`config.mk`:
```
export PLATFORM = sky130hd
export DESIGN_NAME = datapath_md_flat
export DESIGN_NICKNAME = d
export VERILOG_FILES = /design/src/rtl/datapath_pkg.sv /design/src/rtl/datapath_md_if.sv /design/src/rtl/muldiv_seq.sv /design/src/rtl/datapath_md.sv /design/src/flat_wrapper.sv
export SDC_FILE = /design/constraint.sdc
export NUM_CORES = 2
export LEC_CHECK = 0
export ABC_AREA = 0
export CORE_MARGIN = 10
export CORE_UTILIZATION = 27
export CTS_CLUSTER_SIZE = 12
export DETAILED_ROUTE_END_ITERATION = 10
export MAX_ROUTING_LAYER = met4
export SYNTH_ARGS = -nofsm -noshare
export SYNTH_HDL_FRONTEND = slang
export SYNTH_SLANG_ARGS = --single-unit
```
`constraint.sdc`:
```
create_clock -name clock -period 8.5 [get_ports clock]
set_input_delay 0.85 -clock clock [delete_from_list [all_inputs] [get_ports clock]]
set_output_delay 0.85 -clock clock [all_outputs]
set_load 0.05 [all_outputs]
```
`src/rtl/datapath_pkg.sv`:
```
// Shared types for the datapath: ALU operation codes, multiply/divide
// operation codes and the multiply/divide sequencer states.
package datapath_pkg;

   typedef enum logic [3:0] {
      ALU_ADD  = 4'b0000,
      ALU_SLL  = 4'b0001,
      ALU_SLT  = 4'b0010,
      ALU_SLTU = 4'b0011,
      ALU_XOR  = 4'b0100,
      ALU_SRL  = 4'b0101,
      ALU_OR   = 4'b0110,
      ALU_AND  = 4'b0111,
      ALU_SUB  = 4'b1000,
      ALU_SRA  = 4'b1101
   } alu_op_t;

   typedef enum logic [1:0] {
      MD_MUL   = 2'b00,
      MD_MULHU = 2'b01,
      MD_DIVU  = 2'b10,
      MD_REMU  = 2'b11
   } md_op_t;

   typedef enum logic [1:0] {
      MD_IDLE = 2'b00,
      MD_RUN  = 2'b01,
      MD_DONE = 2'b10
   } md_state_t;

endpackage

```
`src/rtl/datapath_md_if.sv`:
```
// Controller <-> datapath bundle. The controller side (master) drives the
// register indices, operand/control selects, memory read data and the
// multiply/divide start; the datapath side (slave) returns flags, addresses,
// store data and the multiply/divide status.
// MD handshake: MDStart is sampled only while Busy=0; once accepted, Busy
// stays high until the result is written, Done pulses for exactly the final
// Busy cycle, and the controller must hold off RegWrite while Busy=1.
interface datapath_md_if
   import datapath_pkg::*;
#(
   parameter int NBITS      = 32,
   parameter int NREGS      = 32,
   parameter int WIDTH_ALUF = 4
);
   localparam int RW = $clog2(NREGS);

   logic [RW-1:0]         RS1, RS2, RD;
   logic signed [NBITS-1:0] IMM;
   logic [WIDTH_ALUF-1:0] ALUControl;
   logic                  ALUSrc, MemtoReg, RegWrite, link;
   logic [NBITS-1:0]      pclink;
   logic                  MDStart;
   logic [1:0]            MDOp;
   logic                  Busy, Done;
   logic                  Zero, Neg, Carry;
   logic [NBITS-1:0]      PCReg;
   logic [NBITS-3:0]      Address;
   logic [NBITS-1:0]      WriteData;
   logic [NBITS-1:0]      ReadData;
   md_state_t             md_state;

   modport master (
      output RS1, RS2, RD, IMM, ALUControl, ALUSrc, MemtoReg, RegWrite, link,
             pclink, MDStart, MDOp, ReadData,
      input  Busy, Done, Zero, Neg, Carry, PCReg, Address, WriteData, md_state
   );

   modport slave (
      input  RS1, RS2, RD, IMM, ALUControl, ALUSrc, MemtoReg, RegWrite, link,
             pclink, MDStart, MDOp, ReadData,
      output Busy, Done, Zero, Neg, Carry, PCReg, Address, WriteData, md_state
   );

endinterface

```
`src/rtl/muldiv_seq.sv`:
```
// Iterative unsigned multiply/divide, one bit per clock. hi/lo form a
// 2*NBITS working register: for multiply it is {partial product, multiplier},
// for divide it is {partial remainder, dividend/quotient}.
module muldiv_seq
   import datapath_pkg::*;
#(
   parameter int NBITS = 32,
   parameter int RW    = 5
)
(
   input  logic             clock,
   input  logic             reset,
   input  logic             start,
   input  md_op_t           op,
   input  logic [NBITS-1:0] a,
   input  logic [NBITS-1:0] b,
   input  logic [RW-1:0]    rd_in,
   output logic             busy,
   output logic             done,
   output logic [NBITS-1:0] result,
   output logic [RW-1:0]    rd_out,
   output md_state_t        state
);
   localparam int CW = $clog2(NBITS);

   md_state_t        state_q, state_d;
   logic [CW-1:0]    count_q;
   logic [NBITS-1:0] hi_q, lo_q, b_q;
   logic [NBITS-1:0] hi_step, lo_step;
   md_op_t           op_q;
   logic [RW-1:0]    rd_q;
   logic [NBITS:0]   mul_sum, rem_shift;
   logic [NBITS-1:0] rem_diff;
   logic             rem_ge;

   // State register; reset aborts any operation in flight.
   always_ff @(posedge clock or negedge reset) begin
      if (!reset) state_q <= MD_IDLE;
      else        state_q <= state_d;
   end

   // Next state: accept start only when idle, leave RUN after the last bit.
   always_comb begin
      state_d = state_q;
      case (state_q)
         MD_IDLE: if (start) state_d = MD_RUN;
         MD_RUN:  if (count_q == '0) state_d = MD_DONE;
         MD_DONE: state_d = MD_IDLE;
         default: state_d = MD_IDLE;
      endcase
   end

   // One iteration: shift-add for multiply, restoring subtract for divide.
   // A zero divisor always "fits", so the quotient fills with ones and the
   // remainder ends up equal to the dividend with no special case.
   always_comb begin
      hi_step   = hi_q;
      lo_step   = lo_q;
      mul_sum   = lo_q[0] ? ({1'b0, hi_q} + {1'b0, b_q}) : {1'b0, hi_q};
      rem_shift = {hi_q, lo_q[NBITS-1]};
      rem_diff  = rem_shift[NBITS-1:0] - b_q;
      rem_ge    = (rem_shift >= {1'b0, b_q});
      if (op_q == MD_DIVU || op_q == MD_REMU) begin
         hi_step = rem_ge ? rem_diff : rem_shift[NBITS-1:0];
         lo_step = {lo_q[NBITS-2:0], rem_ge};
      end else begin
         hi_step = mul_sum[NBITS:1];
         lo_step = {mul_sum[0], lo_q[NBITS-1:1]};
      end
   end

   // Operand latch on start, then one step per RUN cycle.
   always_ff @(posedge clock or negedge reset) begin
      if (!reset) begin
         count_q <= '0;
         hi_q    <= '0;
         lo_q    <= '0;
         b_q     <= '0;
         op_q    <= MD_MUL;
         rd_q    <= '0;
      end else begin
         case (state_q)
            MD_IDLE: if (start) begin
               hi_q    <= '0;
               lo_q    <= a;
               b_q     <= b;
               op_q    <= op;
               rd_q    <= rd_in;
               count_q <= CW'(NBITS - 1);
            end
            MD_RUN: begin
               hi_q    <= hi_step;
               lo_q    <= lo_step;
               count_q <= count_q - CW'(1);
            end
            default: ;
         endcase
      end
   end

   // Result select: high half for MULHU/REMU, low half for MUL/DIVU.
   always_comb begin
      case (op_q)
         MD_MULHU, MD_REMU: result = hi_q;
         default:           result = lo_q;
      endcase
   end

   assign busy   = (state_q != MD_IDLE);
   assign done   = (state_q == MD_DONE);
   assign rd_out = rd_q;
   assign state  = state_q;

endmodule

```
`src/rtl/datapath_md.sv`:
```
// Datapath: register file, integer ALU with flags, writeback mux and the
// iterative multiply/divide unit. The MD writeback owns the register write
// port in its DONE cycle, so a coincident RegWrite is dropped.
module datapath_md
   import datapath_pkg::*;
#(
   parameter int NBITS      = 32,
   parameter int NREGS      = 32,
   parameter int WIDTH_ALUF = 4
)
(
   input logic          clock,
   input logic          reset,
   datapath_md_if.slave dp
);
   localparam int RW = $clog2(NREGS);
   localparam int SW = $clog2(NBITS);

   logic [NBITS-1:0]      regs [NREGS];
   logic [NBITS-1:0]      src_a, src_b, rs2_val, alu_result, wb_result, md_result;
   logic [NBITS:0]        add_full, sub_full;
   logic [SW-1:0]         shamt;
   logic [WIDTH_ALUF-1:0] alu_ctl;
   logic                  alu_carry, md_done;
   logic [RW-1:0]         md_rd;
   logic                  wr_en;
   logic [RW-1:0]         wr_idx;
   logic [NBITS-1:0]      wr_data;

   assign src_a    = (dp.RS1 == '0) ? '0 : regs[dp.RS1];
   assign rs2_val  = (dp.RS2 == '0) ? '0 : regs[dp.RS2];
   assign src_b    = dp.ALUSrc ? dp.IMM : rs2_val;
   assign shamt    = src_b[SW-1:0];
   assign alu_ctl  = dp.ALUControl;
   assign add_full = {1'b0, src_a} + {1'b0, src_b};
   assign sub_full = {1'b0, src_a} - {1'b0, src_b};

   // ALU; unlisted codes (including ADD itself) fall through to add with carry.
   always_comb begin
      alu_result = add_full[NBITS-1:0];
      alu_carry  = add_full[NBITS];
      case (alu_ctl)
         ALU_SUB: begin
            alu_result = sub_full[NBITS-1:0];
            alu_carry  = ~sub_full[NBITS];
         end
         ALU_SLT: begin
            alu_result = {{(NBITS-1){1'b0}}, ($signed(src_a) < $signed(src_b))};
            alu_carry  = 1'b0;
         end
         ALU_SLTU: begin
            alu_result = {{(NBITS-1){1'b0}}, (src_a < src_b)};
            alu_carry  = 1'b0;
         end
         ALU_XOR: begin alu_result = src_a ^ src_b;            alu_carry = 1'b0; end
         ALU_OR:  begin alu_result = src_a | src_b;            alu_carry = 1'b0; end
         ALU_AND: begin alu_result = src_a & src_b;            alu_carry = 1'b0; end
         ALU_SLL: begin alu_result = src_a << shamt;           alu_carry = 1'b0; end
         ALU_SRL: begin alu_result = src_a >> shamt;           alu_carry = 1'b0; end
         ALU_SRA: begin alu_result = $signed(src_a) >>> shamt; alu_carry = 1'b0; end
         default: ;
      endcase
   end

   assign dp.Zero      = (alu_result == '0);
   assign dp.Neg       = alu_result[NBITS-1];
   assign dp.Carry     = alu_carry;
   assign dp.PCReg     = src_a;
   assign dp.WriteData = rs2_val;
   assign dp.Address   = alu_result[NBITS-1:2];
   assign dp.Done      = md_done;

   assign wb_result = dp.MemtoReg ? dp.ReadData : (dp.link ? dp.pclink : alu_result);

   // Write port arbitration: the MD result takes the port in its DONE cycle.
   always_comb begin
      wr_en   = 1'b0;
      wr_idx  = dp.RD;
      wr_data = wb_result;
      if (md_done) begin
         wr_en   = (md_rd != '0);
         wr_idx  = md_rd;
         wr_data = md_result;
      end else if (dp.RegWrite && dp.RD != '0) begin
         wr_en = 1'b1;
      end
   end

   // Register file; entry 0 is never written and reads are forced to zero.
   always_ff @(posedge clock or negedge reset) begin
      if (!reset) begin
         for (int i = 0; i < NREGS; i++) regs[i] <= '0;
      end else if (wr_en) begin
         regs[wr_idx] <= wr_data;
      end
   end

   muldiv_seq #(.NBITS(NBITS), .RW(RW)) u_muldiv (
      .clock  (clock),
      .reset  (reset),
      .start  (dp.MDStart),
      .op     (md_op_t'(dp.MDOp)),
      .a      (src_a),
      .b      (rs2_val),
      .rd_in  (dp.RD),
      .busy   (dp.Busy),
      .done   (md_done),
      .result (md_result),
      .rd_out (md_rd),
      .state  (dp.md_state)
   );

endmodule

```
`src/flat_wrapper.sv`:
```
// flat-port wrapper written by rule: the top's interface ports become plain ports
module datapath_md_flat import datapath_pkg::*;
#(
   parameter int NBITS      = 32,
   parameter int NREGS      = 32,
   parameter int WIDTH_ALUF = 4
)
  (clock, reset, dp_RS1, dp_RS2, dp_RD, dp_IMM, dp_ALUControl, dp_ALUSrc, dp_MemtoReg, dp_RegWrite, dp_link, dp_pclink, dp_MDStart, dp_MDOp, dp_ReadData, dp_Busy, dp_Done, dp_Zero, dp_Neg, dp_Carry, dp_PCReg, dp_Address, dp_WriteData, dp_md_state);
  datapath_md_if #(.NBITS(NBITS), .NREGS(NREGS), .WIDTH_ALUF(WIDTH_ALUF)) dp_i ();
  input logic clock;
  input logic reset;
  input wire logic [$bits(dp_i.RS1)-1:0] dp_RS1;
  input wire logic [$bits(dp_i.RS2)-1:0] dp_RS2;
  input wire logic [$bits(dp_i.RD)-1:0] dp_RD;
  input wire logic [$bits(dp_i.IMM)-1:0] dp_IMM;
  input wire logic [$bits(dp_i.ALUControl)-1:0] dp_ALUControl;
  input wire logic [$bits(dp_i.ALUSrc)-1:0] dp_ALUSrc;
  input wire logic [$bits(dp_i.MemtoReg)-1:0] dp_MemtoReg;
  input wire logic [$bits(dp_i.RegWrite)-1:0] dp_RegWrite;
  input wire logic [$bits(dp_i.link)-1:0] dp_link;
  input wire logic [$bits(dp_i.pclink)-1:0] dp_pclink;
  input wire logic [$bits(dp_i.MDStart)-1:0] dp_MDStart;
  input wire logic [$bits(dp_i.MDOp)-1:0] dp_MDOp;
  input wire logic [$bits(dp_i.ReadData)-1:0] dp_ReadData;
  output wire logic [$bits(dp_i.Busy)-1:0] dp_Busy;
  output wire logic [$bits(dp_i.Done)-1:0] dp_Done;
  output wire logic [$bits(dp_i.Zero)-1:0] dp_Zero;
  output wire logic [$bits(dp_i.Neg)-1:0] dp_Neg;
  output wire logic [$bits(dp_i.Carry)-1:0] dp_Carry;
  output wire logic [$bits(dp_i.PCReg)-1:0] dp_PCReg;
  output wire logic [$bits(dp_i.Address)-1:0] dp_Address;
  output wire logic [$bits(dp_i.WriteData)-1:0] dp_WriteData;
  output wire logic [$bits(dp_i.md_state)-1:0] dp_md_state;
  assign dp_i.RS1 = dp_RS1;
  assign dp_i.RS2 = dp_RS2;
  assign dp_i.RD = dp_RD;
  assign dp_i.IMM = dp_IMM;
  assign dp_i.ALUControl = dp_ALUControl;
  assign dp_i.ALUSrc = dp_ALUSrc;
  assign dp_i.MemtoReg = dp_MemtoReg;
  assign dp_i.RegWrite = dp_RegWrite;
  assign dp_i.link = dp_link;
  assign dp_i.pclink = dp_pclink;
  assign dp_i.MDStart = dp_MDStart;
  assign dp_i.MDOp = dp_MDOp;
  assign dp_i.ReadData = dp_ReadData;
  assign dp_Busy = dp_i.Busy;
  assign dp_Done = dp_i.Done;
  assign dp_Zero = dp_i.Zero;
  assign dp_Neg = dp_i.Neg;
  assign dp_Carry = dp_i.Carry;
  assign dp_PCReg = dp_i.PCReg;
  assign dp_Address = dp_i.Address;
  assign dp_WriteData = dp_i.WriteData;
  assign dp_md_state = dp_i.md_state;
  datapath_md #(.NBITS(NBITS), .NREGS(NREGS), .WIDTH_ALUF(WIDTH_ALUF)) u_core (.clock(clock), .reset(reset), .dp(dp_i));
endmodule
```
# After elaboration in Yosys (flattened, before gate mapping)
# Index checks and enable logic that the tools add are counted.
# totals
register_bits	1134
latch_bits	0
ramBits	0
rom_bits	0
word_cells	128
memories	0
# op_classes
addsub	5
multipliers	0
n_div	0
n_lt_le_gt_ge	7
eq_ne	16
shifts	3
n_mux	34
n_bitwise	7
n_reduce_logical	17
# ops
op	count
$bwmux 1024	1
$mux 32	17
$bmux 32 s5	2
$pmux 32 s9	1
$demux 32 s5	1
$pmux 32 s2	2
$add 32x32->33	2
$lt 32x32->1	2
$ge 33x32->1	1
$mux 33	1
$sub 32x32->33	1
$and 32x32->32	1
$logic_not 32->1	1
$or 32x32->32	1
$shl 32x5->32	1
$shr 32x5->32	1
$sshr 32x5->32	1
$sub 32x32->32	1
$xor 32x32->32	1
$ge 6x6->1 const B	3
$not 5->6	3
$eq 4x3->1 const B	4
$logic_not 5->1	3
$mux 5	2
22 further kinds	35

# Longest topological paths before layout
# depth
word_depth	12
mapped_depth	30
ltp_nobuf	23

# By module
# A second synthesis with hierarchy kept.
# unflattened
hier_cells	7659
hier_area_um2	73319.1
# by_module_without_submodules
mod	instances	cells_each	area_each_um2	seq_area_each_um2
datapath_md	1	6497	63923.8	25624.6
muldiv_seq	1	1162	9395.3	2752.6

# Least setup slack after synthesis
# No wires, ideal clock.
# synth_timing
kind	in2out
from	input dp_RS2[0]
to	output dp_Zero
t_arrival_ns	8.275
setup_slack_ns	-0.625
cell_stages	26
path_buffers	6
cell_sequence	buf_6 -> buf_2 -> buf_2 -> buf_1 -> buf_1 -> mux4_2 -> mux4_2 -> nand2_1 -> nand2_1 -> nand2_1 -> o21a_1 -> ha_1 -> clkbuf_1 -> a21oi_1 -> o21bai_1 -> a21oi_1 -> nor2_1 -> o21a_1 -> o41ai_1 -> a21oi_1 -> a211oi_1 -> o21ai_0 -> a211oi_1 -> o2111ai_1 -> or4b_2 -> nor3_2
# synth_via
elab_chain_len	9
# synth_lines
element	line	text
from (decl)	flat_wrapper.sv:13	input wire logic [$bits(dp_i.RS2)-1:0] dp_RS2;
$not 5->6 (implied by the code)	datapath_md.sv:31	assign rs2_val = (dp.RS2 == '0) ? '0 : regs[dp.RS2];
$bmux 32 s5	datapath_md.sv:31	
$mux 32 (implied by the code) (2 in a row)	datapath_md.sv:31	
$mux 32 (*)	datapath_md.sv:31	
$mux 32 (*)	datapath_md.sv:32	assign src_b = dp.ALUSrc ? dp.IMM : rs2_val;
$add 32x32->33 (tied with other cells)	datapath_md.sv:35	assign add_full = {1'b0, src_a} + {1'b0, src_b};
$pmux 32 s9 (*)	datapath_md.sv:42	case (alu_ctl)
named net dp_Address[25]	flat_wrapper.sv:31	output wire logic [$bits(dp_i.Address)-1:0] dp_Address;
$logic_not 32->1 (*)	datapath_md.sv:65	assign dp.Zero = (alu_result == '0);
to (decl)	flat_wrapper.sv:27	output wire logic [$bits(dp_i.Zero)-1:0] dp_Zero;
# Mark *: on every way through the listed nets, which the timed path passes. The rest lies on a longest branch. The select of a mux whose other input is x is not followed.

# Worst setup path in the final report
# layout_timing
from	input dp_RS2[1]
to	output dp_Zero
# layout_via
elab_chain_len	9
# layout_lines
element	line
$not 5->6 (implied by the code)	datapath_md.sv:31
$bmux 32 s5	datapath_md.sv:31
$mux 32 (implied by the code) (2 in a row)	datapath_md.sv:31
$mux 32 (*)	datapath_md.sv:31
$mux 32 (*)	datapath_md.sv:32
$add 32x32->33 (tied with other cells)	datapath_md.sv:35
$pmux 32 s9 (*)	datapath_md.sv:42
$logic_not 32->1 (*)	datapath_md.sv:65
# Every way passes the cells marked *; elsewhere a longest branch is shown, timed or not. The select of a mux whose other input is x is not followed.

==> results.md <==
- Share of layout cells above drive strength 1: 20.4%
- Total Wirelength: 332 mm
- Post-Syn Area per Cell: 9.89 µm²
- FP Rows: 190
- Chip height: ~540 µm
- Via count: around 65,000
- Setup Viol. Count Final: 0
- Tot GR Track Use: 22.3%
- First-pass GRT wire length: 471 mm
- Starting Density: a little over a quarter
- Max_cap viols: 0
- Sequential area share after synthesis: 38.9%
- Setup crit start kind: primary input
- Synthesized area: 72,900 µm²
- Final Slew Violations: 0
- Die area: 291,000 µm²
- Cell count after synthesis: ~7,400
- Worst Skew: ~0.083 ns
- Primary FF master, synth: dfrtp_1
- Vias in the first global route: 62,500
- IO buf count: approximately 220
- Total CTS buffers: about 120
- Fmax: 119 MHz
- Initial antenna violation count: 28
- Top cells by count, synth: nand2_1, dfrtp_1, o21ai_0, clkbuf_1, mux4_2
- Utilization after layout: about a third
- Buf/Inv on CP: 5
- Setup Fix Bufs, Post-CTS: 0
- Clock transition at path regs: 0.06 ns
- DP Cell Count: 10,900
- Routability Congestion: 1.07
- Most used cell, CP: a21oi_1
- Pwr/cell area: 275 nW/µm²
- Dpl ws: -0.0934 ns
- # DRC: 0
- Least-Margin Pin Slew: 1.37 ns
- Switching power: 9470 µW
- Area delta synth->final: 16.8%
- Critical path's largest stage delay: 0.70 ns
- Clock sink total: 1,134
- Clock Latency Late Sink: 0.80 ns
- Root buf cell: clkbuf_16
- Die X: 540 µm
- Placed cell area: 80,800 µm²
- Via density: 5.86
- Tmin final: about 8.4 ns
- Switching share of power: a little over 40%
- TritonCTS clock tree: yes
- Worst vdd ir: 0.191 mV
- Slowest CP cell: or4b_2
- Clock Power Share: between 20% and 30%
- WL per Instance: 29.8 µm
- Mapped Nets: 7,663
- Fin cells: between 10,000 and 15,000
- Total negative slack: 0 ns
- Final WS setup: around 0.095 ns
- Synth area leader: dfrtp_1
- Gate power share: 42.8%
- Most frequent cell after synthesis: nand2_1
- Yosys top cell area share: between 30% and 40%
- Largest cells by area after synthesis: dfrtp_1, mux4_2, o21ai_0
- Worst Path Arrival: 7.56 ns
- Slew margin rel.: 8.82%
- Synthesized flop and latch total: 1,134
- Worst Hold Class: primary input to asynchronous set/reset pin
- Yosys warnings: 0
- Crit Path Class: primary input to output port
- RSZ-0062 raised after global routing: no
- I/O pin count: roughly 230
- Net count, final: around 7,700
- Final HPWL DP: around 230 mm
- Final period util: 98.9%
- Critical Path RT: 7.65 ns
- Post-synth ARST share: 100%
- CP endpoint kind: output port
- Largest net degree at the start of global routing: 186
- Crit path max-delay family: compound AO/OA/AOI/OAI gates
- Part of the power in registers: 33.6%
- Overflow after GRT: 0
- Status: finished, final reports clean
- Initial DRT Pass Iterations: 6
- Core area: 268,000 µm²
- Number of nets still failing antenna checks after routing: 0
- DRT iter0 DRCs: 9,175
- Hold Vio Cnt, Final: 0
- Internal power: 13,900 µW
- Max Root-Sink Buffers: 3
- CP Max Fanout: 39
- Cts hold-fix bufs: 0
- Lkg Pwr: about 0.037 µW
- Unique masters post-synth: 111
- EDFF count, synth: 0
- H-tree Lvls: 3
- Final Instance Area: 85,100 µm²
-- cell families after synthesis --
| kind of cell | Yosys count | synth area share [%] |
|---|---|---|
| compound gates | 2069 | 17.7 |
| fa+ha+maj | 167 | 2.91 |
| xor+xnor | 67 | 0.805 |
| flops | 1134 | 38.9 |
| mux | 1060 | 22.7 |
| simple gates | 1974 | 11.6 |
| buf+inv | 901 | 5.28 |
-- per-stage QoR --
stage | power (µW) | hold WS, ns
floorplan | 14000 | 0.441
global placement | 17400 | 0.377
detailed placement | 17600 | 0.385
CTS | 23100 | 0.00174
global route | 24500 | 0.0387
finish | 23400 | 0.00728
-- cells in the final DEF, fill, tap and decap left out, drive strengths merged, types with 132 or more instances in the layout --
cell           count
nand2           1293
dfrtp           1134
o21ai           1008
buf              485
mux4             448
mux2i            354
mux2             258
a21oi            216
nor2             213
inv              196
clkbuf           192
clkdlybuf4s50    179
ha               163
a22oi            132
-- power groups by stage --
stage          clock [µW]  combinational [µW]  sequential [µW]
6_report             5510               10000             7860
3_5_place_dp            0                9740             7890
4_1_cts              5560                9780             7800
3_3_place_gp            0                9600             7810
5_1_grt              5780               10700             7990
2_1_floorplan           0                6570             7430
-- per-layer routing --
layer	up-vias	share of wire [%]	wire, µm	GRT usage [%]
li1	27200	-	-	-
met1	33100	41	135000	29.3
met2	4040	43	141000	32.0
met3	866	11	35000	5.59
met4	0	6.1	20200	11.0
met5	-	0	0	-
-- registers in the layout, indices dropped and copies added, names as in the netlist --
signal and flops:
u_core.regs 1024, u_core.u_muldiv.hi_q 32, u_core.u_muldiv.b_q 32, u_core.u_muldiv.rd_out 5, u_core.u_muldiv.lo_q 32, u_core.u_muldiv.count_q 5
u_core.u_muldiv.state 2, u_core.u_muldiv.op_q 2
-- worst reg2reg max path, stage by stage (launching register included) --
cell and delay [ns]:
dfrtp_1 0.40, mux4_2 0.52, mux2_2 0.33, or3_1 0.35
nand3_1 0.14, o21a_2 0.21, buf_4 0.60, nand2_1 0.57
nor2_1 0.60, a221oi_1 0.19, a22oi_1 0.72, a2111o_1 0.63
mux2i_1 0.15, o21ai_0 0.88, o21ai_2 0.63, o21ai_0 0.39
-- area by class of cell --
type	instances	area, µm²
Clock inverter	33	477
Sequential cell	1134	28400
Multi-Input combinational cell	5337	41300
Clock buffer	190	3580
Antenna cell	17	42.5
Fill cell	27300	183000
Timing Repair Buffer	666	6170
Tap cell	3552	4440
Inverter	197	742
-- worst paths after layout --
| kind | from | to | slack, ns | cells after the start |
|---|---|---|---|---|
| worst max-delay path | dp_RS2[1] | dp_Zero | 0.09 | 25 |
| worst min-delay path | reset | u_core.regs[286] | 0.007 | 1 |
| worst max register to register | u_core.regs[387] | u_core.regs[581] | 1.09 | 15 |
| worst min register to register | u_core.regs[1016] | u_core.regs[1016] | 0.40 | 0 |
| max in group asynchronous | reset | u_core.regs[878] | 6.38 | 3 |
| min in group clock | u_core.regs[1016] | u_core.regs[1016] | 0.40 | 0 |
-- repair_timing --
action,4_1_cts,5_1_grt
pin swaps,0,0
gates resized for setup,2,28
setup endpoints to repair,1,1
cloned,0,1
Note: power is estimated with default switching activity, not from simulation.
